==> config.mk <==
export PLATFORM = sky130hd
export DESIGN_NAME = bn_deserializer
export DESIGN_NICKNAME = d
export VERILOG_FILES = /design/src/rtl/bn_deserializer_pkg.sv /design/src/rtl/bn_deserializer_wrap.sv /design/src/rtl/bn_deserializer.sv
export SDC_FILE = /design/constraint.sdc
export NUM_CORES = 1
export LEC_CHECK = 0
export ABC_AREA = 1
export BUFFER_PORTS_ARGS = -buffer_cell sky130_fd_sc_hd__buf_4
export CAP_MARGIN = 5
export CELL_PAD_IN_SITES_DETAIL_PLACEMENT = 0
export CELL_PAD_IN_SITES_GLOBAL_PLACEMENT = 1
export CORE_MARGIN = 10
export CORE_UTILIZATION = 25
export DETAILED_ROUTE_END_ITERATION = 7
export HOLD_SLACK_MARGIN = 0.02
export PLACE_DENSITY = 0.52
export SLEW_MARGIN = 20
export SYNTH_ARGS = -nofsm -noshare
export SYNTH_HDL_FRONTEND = slang
export SYNTH_SLANG_ARGS = --single-unit
==> constraint.sdc <==
create_clock -name clk_i -period 3.92 [get_ports clk_i]
set_input_delay 0.392 -clock clk_i [delete_from_list [all_inputs] [get_ports clk_i]]
set_output_delay 0.392 -clock clk_i [all_outputs]
set_load 0.02 [all_outputs]
==> src/rtl/bn_deserializer_pkg.sv <==
// Shared layer package: deserializer FSM states and counter width helper.
package bn_deserializer_pkg;

    typedef enum logic {eFILL, eFULL} deser_state_e;

    // Counter width for n states, never below one bit so n==1 still gets a real register.
    function automatic int clog2_min1(input int n);
        return (n <= 2) ? 1 : $clog2(n);
    endfunction

endpackage

==> src/rtl/bn_deserializer_wrap.sv <==
// Modulo counter: counts 0..MAX_VAL on en_i, wraps to 0, flags the last value.
module wrap_counter
    import bn_deserializer_pkg::*;
#(
    parameter int MAX_VAL = 3,
    parameter int WIDTH   = 2
) (
    input  logic             clk_i,
    input  logic             reset_i,
    input  logic             en_i,
    output logic [WIDTH-1:0] count_r,
    output logic             last_o
);

    localparam logic [WIDTH-1:0] MAX = WIDTH'(MAX_VAL);

    assign last_o = (count_r == MAX);

    // Wrap is explicit at MAX_VAL, not at the power-of-two rollover.
    always_ff @(posedge clk_i) begin
        if (reset_i) begin
            count_r <= '0;
        end else if (en_i) begin
            count_r <= last_o ? '0 : count_r + WIDTH'(1);
        end
    end

endmodule

==> src/rtl/bn_deserializer.sv <==
// Serial-to-parallel frame collector: OUTPUT_SIZE words in, one vector out,
// with overlapped hand-off so a full-rate stream never stalls.
module bn_deserializer
    import bn_deserializer_pkg::*;
#(
    parameter int OUTPUT_SIZE = 4,
    parameter int WORD_SIZE   = 16
) (
    input  logic                                  clk_i,
    input  logic                                  reset_i,
    output logic                                  ready_o,
    input  logic                                  valid_i,
    input  logic [WORD_SIZE-1:0]                  data_r_i,
    output logic                                  valid_o,
    input  logic                                  ready_i,
    output logic [OUTPUT_SIZE-1:0][WORD_SIZE-1:0] data_r_o
);

    localparam int CW = clog2_min1(OUTPUT_SIZE);

    deser_state_e          state_r, state_nxt;
    logic [CW-1:0]         count_r;
    logic                  last;
    logic                  accept;
    logic [OUTPUT_SIZE-1:0] slot_we;

    assign valid_o = (state_r == eFULL);
    assign ready_o = !reset_i && ((state_r == eFILL) || ready_i);
    assign accept  = valid_i && ready_o;

    // count_r sits at 0 while full, so an overlapped accept lands in slot 0
    // and the same increment path moves the counter to 1.
    wrap_counter #(
        .MAX_VAL (OUTPUT_SIZE - 1),
        .WIDTH   (CW)
    ) u_count (
        .clk_i   (clk_i),
        .reset_i (reset_i),
        .en_i    (accept),
        .count_r (count_r),
        .last_o  (last)
    );

    always_ff @(posedge clk_i) begin
        if (reset_i) state_r <= eFILL;
        else         state_r <= state_nxt;
    end

    always_comb begin
        state_nxt = state_r;
        case (state_r)
            eFILL: if (accept && last) state_nxt = eFULL;
            // With a single-word frame an overlapped accept completes the next frame.
            eFULL: if (ready_i && !(accept && last)) state_nxt = eFILL;
            default: state_nxt = eFILL;
        endcase
    end

    always_comb begin
        slot_we = '0;
        for (int i = 0; i < OUTPUT_SIZE; i++) begin
            slot_we[i] = accept && (count_r == CW'(i));
        end
    end

    // Frame storage is deliberately not reset; valid_o gates its meaning.
    always_ff @(posedge clk_i) begin
        for (int i = 0; i < OUTPUT_SIZE; i++) begin
            if (slot_we[i]) data_r_o[i] <= data_r_i;
        end
    end

endmodule

## Word-level counts from Yosys, hierarchy flattened

Index checks and enable logic that the tools add are counted.

| storage, ports and cells | value |
|---|---|
| flip-flop bits (word level) | 67 |
| bits in latches | 0 |
| bits in writable memories | 0 |
| memory bits (read-only) | 0 |
| input port bits | 20 |
| memories | 0 |

| cells by class | value |
|---|---|
| add/sub/neg operators | 1 |
| multiply operators | 0 |
| divide/modulo/power cells | 0 |
| magnitude comparators | 0 |
| eq/ne operators | 3 |
| shift-type cells | 0 |
| multiplexer cells | 4 |
| bitwise gates (word level) | 1 |
| reduce and logical (&&, ||, !) cells | 11 |

Operator list:

| kind | number |
|---|---|
| $logic_and 1x1->1 | 7 |
| $eq 2x2->1 const B | 2 |
| $add 2x1->2 const B | 1 |
| $eq 2x1->1 const B | 1 |
| $logic_not 1->1 | 2 |
| $logic_not 2->1 | 1 |
| $mux 1 | 2 |
| $mux 2 | 1 |
| $pmux 1 s2 | 1 |
| $logic_or 1x1->1 | 1 |
| $not 1->1 | 1 |

## Depth between registers and ports, before layout

| logic depth | value |
|---|---|
| depth after elaboration | 9 |
| mapped depth | 6 |

## By module

A second synthesis with hierarchy kept.

| second synthesis, totals | value |
|---|---|
| cell total of the unflattened synthesis | 97 |
| area total of the unflattened synthesis | 2120.8 um^2 |

Modules (own cells, without submodules):

| module | times used | cells each | area an instance (um^2) |
|---|---|---|---|
| bn_deserializer | 1 | 83 | 2020.7 |
| wrap_counter | 1 | 14 | 100.1 |

## Worst setup path after synthesis

No wires, ideal clock.

| timing path | value |
|---|---|
| path kind | register -> register |
| start point | register state_r (netlist: valid_o) |
| end point | register data_r_o[0] in the netlist's numbering, enable pin |
| library setup time | 0.389 ns |
| arrival | 1.307 ns |
| path slack | 2.224 ns |
| stages on the path, launching flop included | 4 |
| cell sequence | dfxtp_1 -> nand2_4 -> nand3_2 -> nor2_1 |

| on the way | value |
|---|---|
| word-level cells in the longest chain between the ends | 5 |

RTL lines:

| element | RTL line | source |
|---|---|---|
| start, declared | bn_deserializer.sv:21 | `deser_state_e state_r, state_nxt;` |
| start signal, assigned | bn_deserializer.sv:45 | `if (reset_i) state_r <= eFILL;` |
| start signal, assigned | bn_deserializer.sv:46 | `else state_r <= state_nxt;` |
| $not 1->1 | - |  |
| $logic_or 1x1->1 | bn_deserializer.sv:28 | `assign ready_o = !reset_i && ((state_r == eFILL) \|\| ready_i);` |
| $logic_and 1x1->1 | bn_deserializer.sv:28 |  |
| $logic_and 1x1->1 | bn_deserializer.sv:29 | `assign accept = valid_i && ready_o;` |
| $logic_and 1x1->1 | bn_deserializer.sv:62 | `slot_we[i] = accept && (count_r == CW'(i));` |
| via slot_we[0] | bn_deserializer.sv:25 | `logic [OUTPUT_SIZE-1:0] slot_we;` |
| end signal, assigned by index | bn_deserializer.sv:69 | `if (slot_we[i]) data_r_o[i] <= data_r_i;` |
| end, declared | bn_deserializer.sv:16 | `output logic [OUTPUT_SIZE-1:0][WORD_SIZE-1:0] data_r_o` |

The timed path passes the listed nets, and every way through them passes these cells.
A chain may end at the register's enable or synchronous reset.

## Worst setup path in the final report

| timing path | value |
|---|---|
| start point | register u_count.count_r[0] |
| end point | register data_r_o[4] in the netlist's numbering, enable pin |

| on the way | value |
|---|---|
| word-level cells in the longest chain between the ends | 2 |

RTL lines:

| element | RTL line | source |
|---|---|---|
| start, declared | bn_deserializer_wrap.sv:11 | `output logic [WIDTH-1:0] count_r,` |
| start signal, assigned | bn_deserializer_wrap.sv:24 | `count_r <= last_o ? '0 : count_r + WIDTH'(1);` |
| $logic_not 2->1 | bn_deserializer.sv:62 |  |
| $logic_and 1x1->1 | bn_deserializer.sv:62 |  |
| via slot_we[0] | bn_deserializer.sv:25 |  |

The timed path passes the listed nets, and every way through them passes these cells.

==> summary.txt <==
Layout
  – Layout cells sized above 1: a little over half
  – FILL cells: 766
  – NumNets Final: 215
  – Ant. Diodes: 0
  – Commonest non-fill, non-tap cell in the layout: buf_4
  – Layout Area Growth over Synthesis: 44.78%
  – Final non-filler cell total: between 300 and 400
  – Footprint of the multi-input gates: 141.4 sq um
  – Sequential cell area: 1982 sq um
  – Most frequent cells in the layout: buf_4 (85), edfxtp_1 (64), clkbuf_8 (9)

Global routing
  – First-pass GRT wire length: approximately 7500 um
  – Initial antenna violation count: 0
  – Vias in the first global route: 1,284
  – Grt ovf: 0
  – Aggregate global-route resource usage: 7.994%
  – Largest net degree at the start of global routing: 17

Timing
  – Max-slew violation count: 0
  – Worst-Margin Slew: 0.9384 ns
  – Crit path time final: roughly 1.7 ns
  – Setup TNS: 0 ns
  – Max-slew headroom: 37.37%
  – Hold Vio Cnt, Final: 0
  – RSZ-0062 raised after global routing: no
  – Setup Viol. Count Final: 0
  – Skew final: between 0.004 and 0.005 ns
  – Fmax: 0.5722 GHz
  – Fin Hold WS: 0.2339 ns
  – Final worst-path cycle share: 44.58%

Clock network
  – CTS H-tree depth: 3
  – CTS root buf: clkbuf_8
  – CTS tree: built
  – Hold-fix buffers, CTS: 0
  – Post-CTS sizing: 0
  – Worst-path clk slew: 0.06 ns
  – Worst-Skew Late Latency: approximately 0.34 ns
  – Setup Buffers After CTS: 0
  – CTS buffer count: 9
  – Clk buf depth: 2
  – Clk sinks: 67

Routing
  – # DRC: 0
  – Drt first-iter violations: 26
  – Final ANT Viol Nets: 0
  – First-pass detailed-route iteration total: 4
  – WL/cell: between 15 and 20 um
  – Vias per Instance: 3.880
  – Routed wire length: 5138 um
  – Vias: 1,168

Flow run
  – MaxCap Viol Count: 0

Outcome
  – Outcome: completed

Floorplan
  – Chip Width: around 110 um
  – Initial Util: about a quarter
  – Chip height: about 110 um
  – Die area: 12,690 sq um
  – Top-level I/O count: between 80 and 90
  – Core footprint: about 8300 sq um
  – Std-Cell Rows: 33

Hold path
  – Worst min-delay path class: input pin to flop

Pwr
  – Pleak: 1.220 nW
  – Worst-case vdd ir drop: around 170 uV
  – Power, Total: 1.422 mW
  – Pwr Density: 457.6 nW/um^2

Worst setup path
  – Crit-path cells: inv_1 -> ha_1 -> inv_1 -> nor2_2
  – CP max-delay cell: nor2_2
  – WP data required: 3.88 ns
  – Crit. End Element: flop
  – CP Max Fanout: 16
  – Most frequent CP cell: inv_1
  – Critical path arrival: around 1.7 ns
  – Worst setup SP type: flop
  – Crit-path max cell delay: between 0.7 and 0.8 ns
  – Critical path class: flop to flop

Placed design
  – Placed cells: 285
  – IO buf count: 85
  – GP Congestion: 0.7104
  – Final HPWL DP: 3765 um

Synth
  – Synth warn: 0
  – Seq/Total Area, Yosys: 92.36%
  – Post-synthesis cell count: 95
  – Synthesis-stage register bit count: 67
  – Distinct cells, synth: 12
  – Net count after synthesis: approximately 120
  – Syn_area_per_cell: 22.59 sq um
  – Cell Area, Synth: 2146 sq um
==> area by class of cell <==
cell class	instances	share of cell area, %
Sequential cell	67	63.79
Timing Repair Buffer	85	20.54
Multi-Input combinational cell	20	4.551
Tap cell	105	4.229
Clock buffer	10	4.108
Clock inverter	6	1.812
Inverter	8	0.9666
==> path summary, 6_finish.rpt <==
check,from,end,slack (ns),depth (start not counted)
max,u_count.count_r[0],data_r_o[4],2.17,4
min,reset_i,valid_o,0.23,2
max reg2reg,u_count.count_r[0],data_r_o[4],2.17,4
min reg2reg,u_count.count_r[1],u_count.count_r[1],0.52,2
==> worst max-delay path, delay by kind of cell (launching register included) <==
| family | cells | cell delay [ns] |
|---|---|---|
| simple gates | 1 | 0.72 |
| flops | 1 | 0.34 |
| buf+inv | 2 | 0.15 |
| fa+ha+maj | 1 | 0.15 |
==> cell families after synthesis <==
kind of cell	synth area share (%)
AO/OA/AOI/OAI	0.4665
adder cells (fa/ha/maj)	2.332
buffers and inverters	1.399
flip-flops	92.36
AND/OR/NAND/NOR	3.440
==> metrics by stage <==
stage	setup slack, ns	util [%]	cell area (sq um)
CTS	2.128	37.43	3107
finish	2.172	37.43	3107
global route	2.025	37.43	3107
floorplan	2.224	-	2146
global placement	2.091	35.22	2923
detailed placement	1.976	35.22	2923
==> synthesized netlist by cell type, drive strengths merged <==
library cell | n | area, sq um
dfxtp | 3 | 60.06
edfxtp | 64 | 1922
nor2 | 4 | 15.01
nand3 | 3 | 20.02
a21oi | 2 | 10.01
inv | 8 | 30.03
nand2 | 5 | 26.27
ha | 4 | 50.05
nand4 | 2 | 12.51
==> registers in the layout, summed over array words and instances, names as in the netlist <==
register,count
data_r_o,64
u_count.count_r,2
valid_o,1
==> metal layers <==
layer	up-vias	global-route usage, %	share of wire, %	wire length, um
met1	565	7.806	35	1792
met4	0	3.046	1.2	64
met3	8	4.686	9.3	478
li1	548	-	-	-
met5	-	0	0	0
met2	47	13.63	55	2801
==> power breakdown <==
| part | internal (mW) | total (mW) | leakage [nW] | switching [mW] |
|---|---|---|---|---|
| sequential | 0.803 | 0.810 | 0.606 | 0.00679 |
| clock | 0.288 | 0.529 | 0.0935 | 0.241 |
| combinational | 0.0330 | 0.0822 | 0.520 | 0.0492 |
| total | 1.12 | 1.42 | 1.22 | 0.297 |
(Power assumes the default switching activity.)
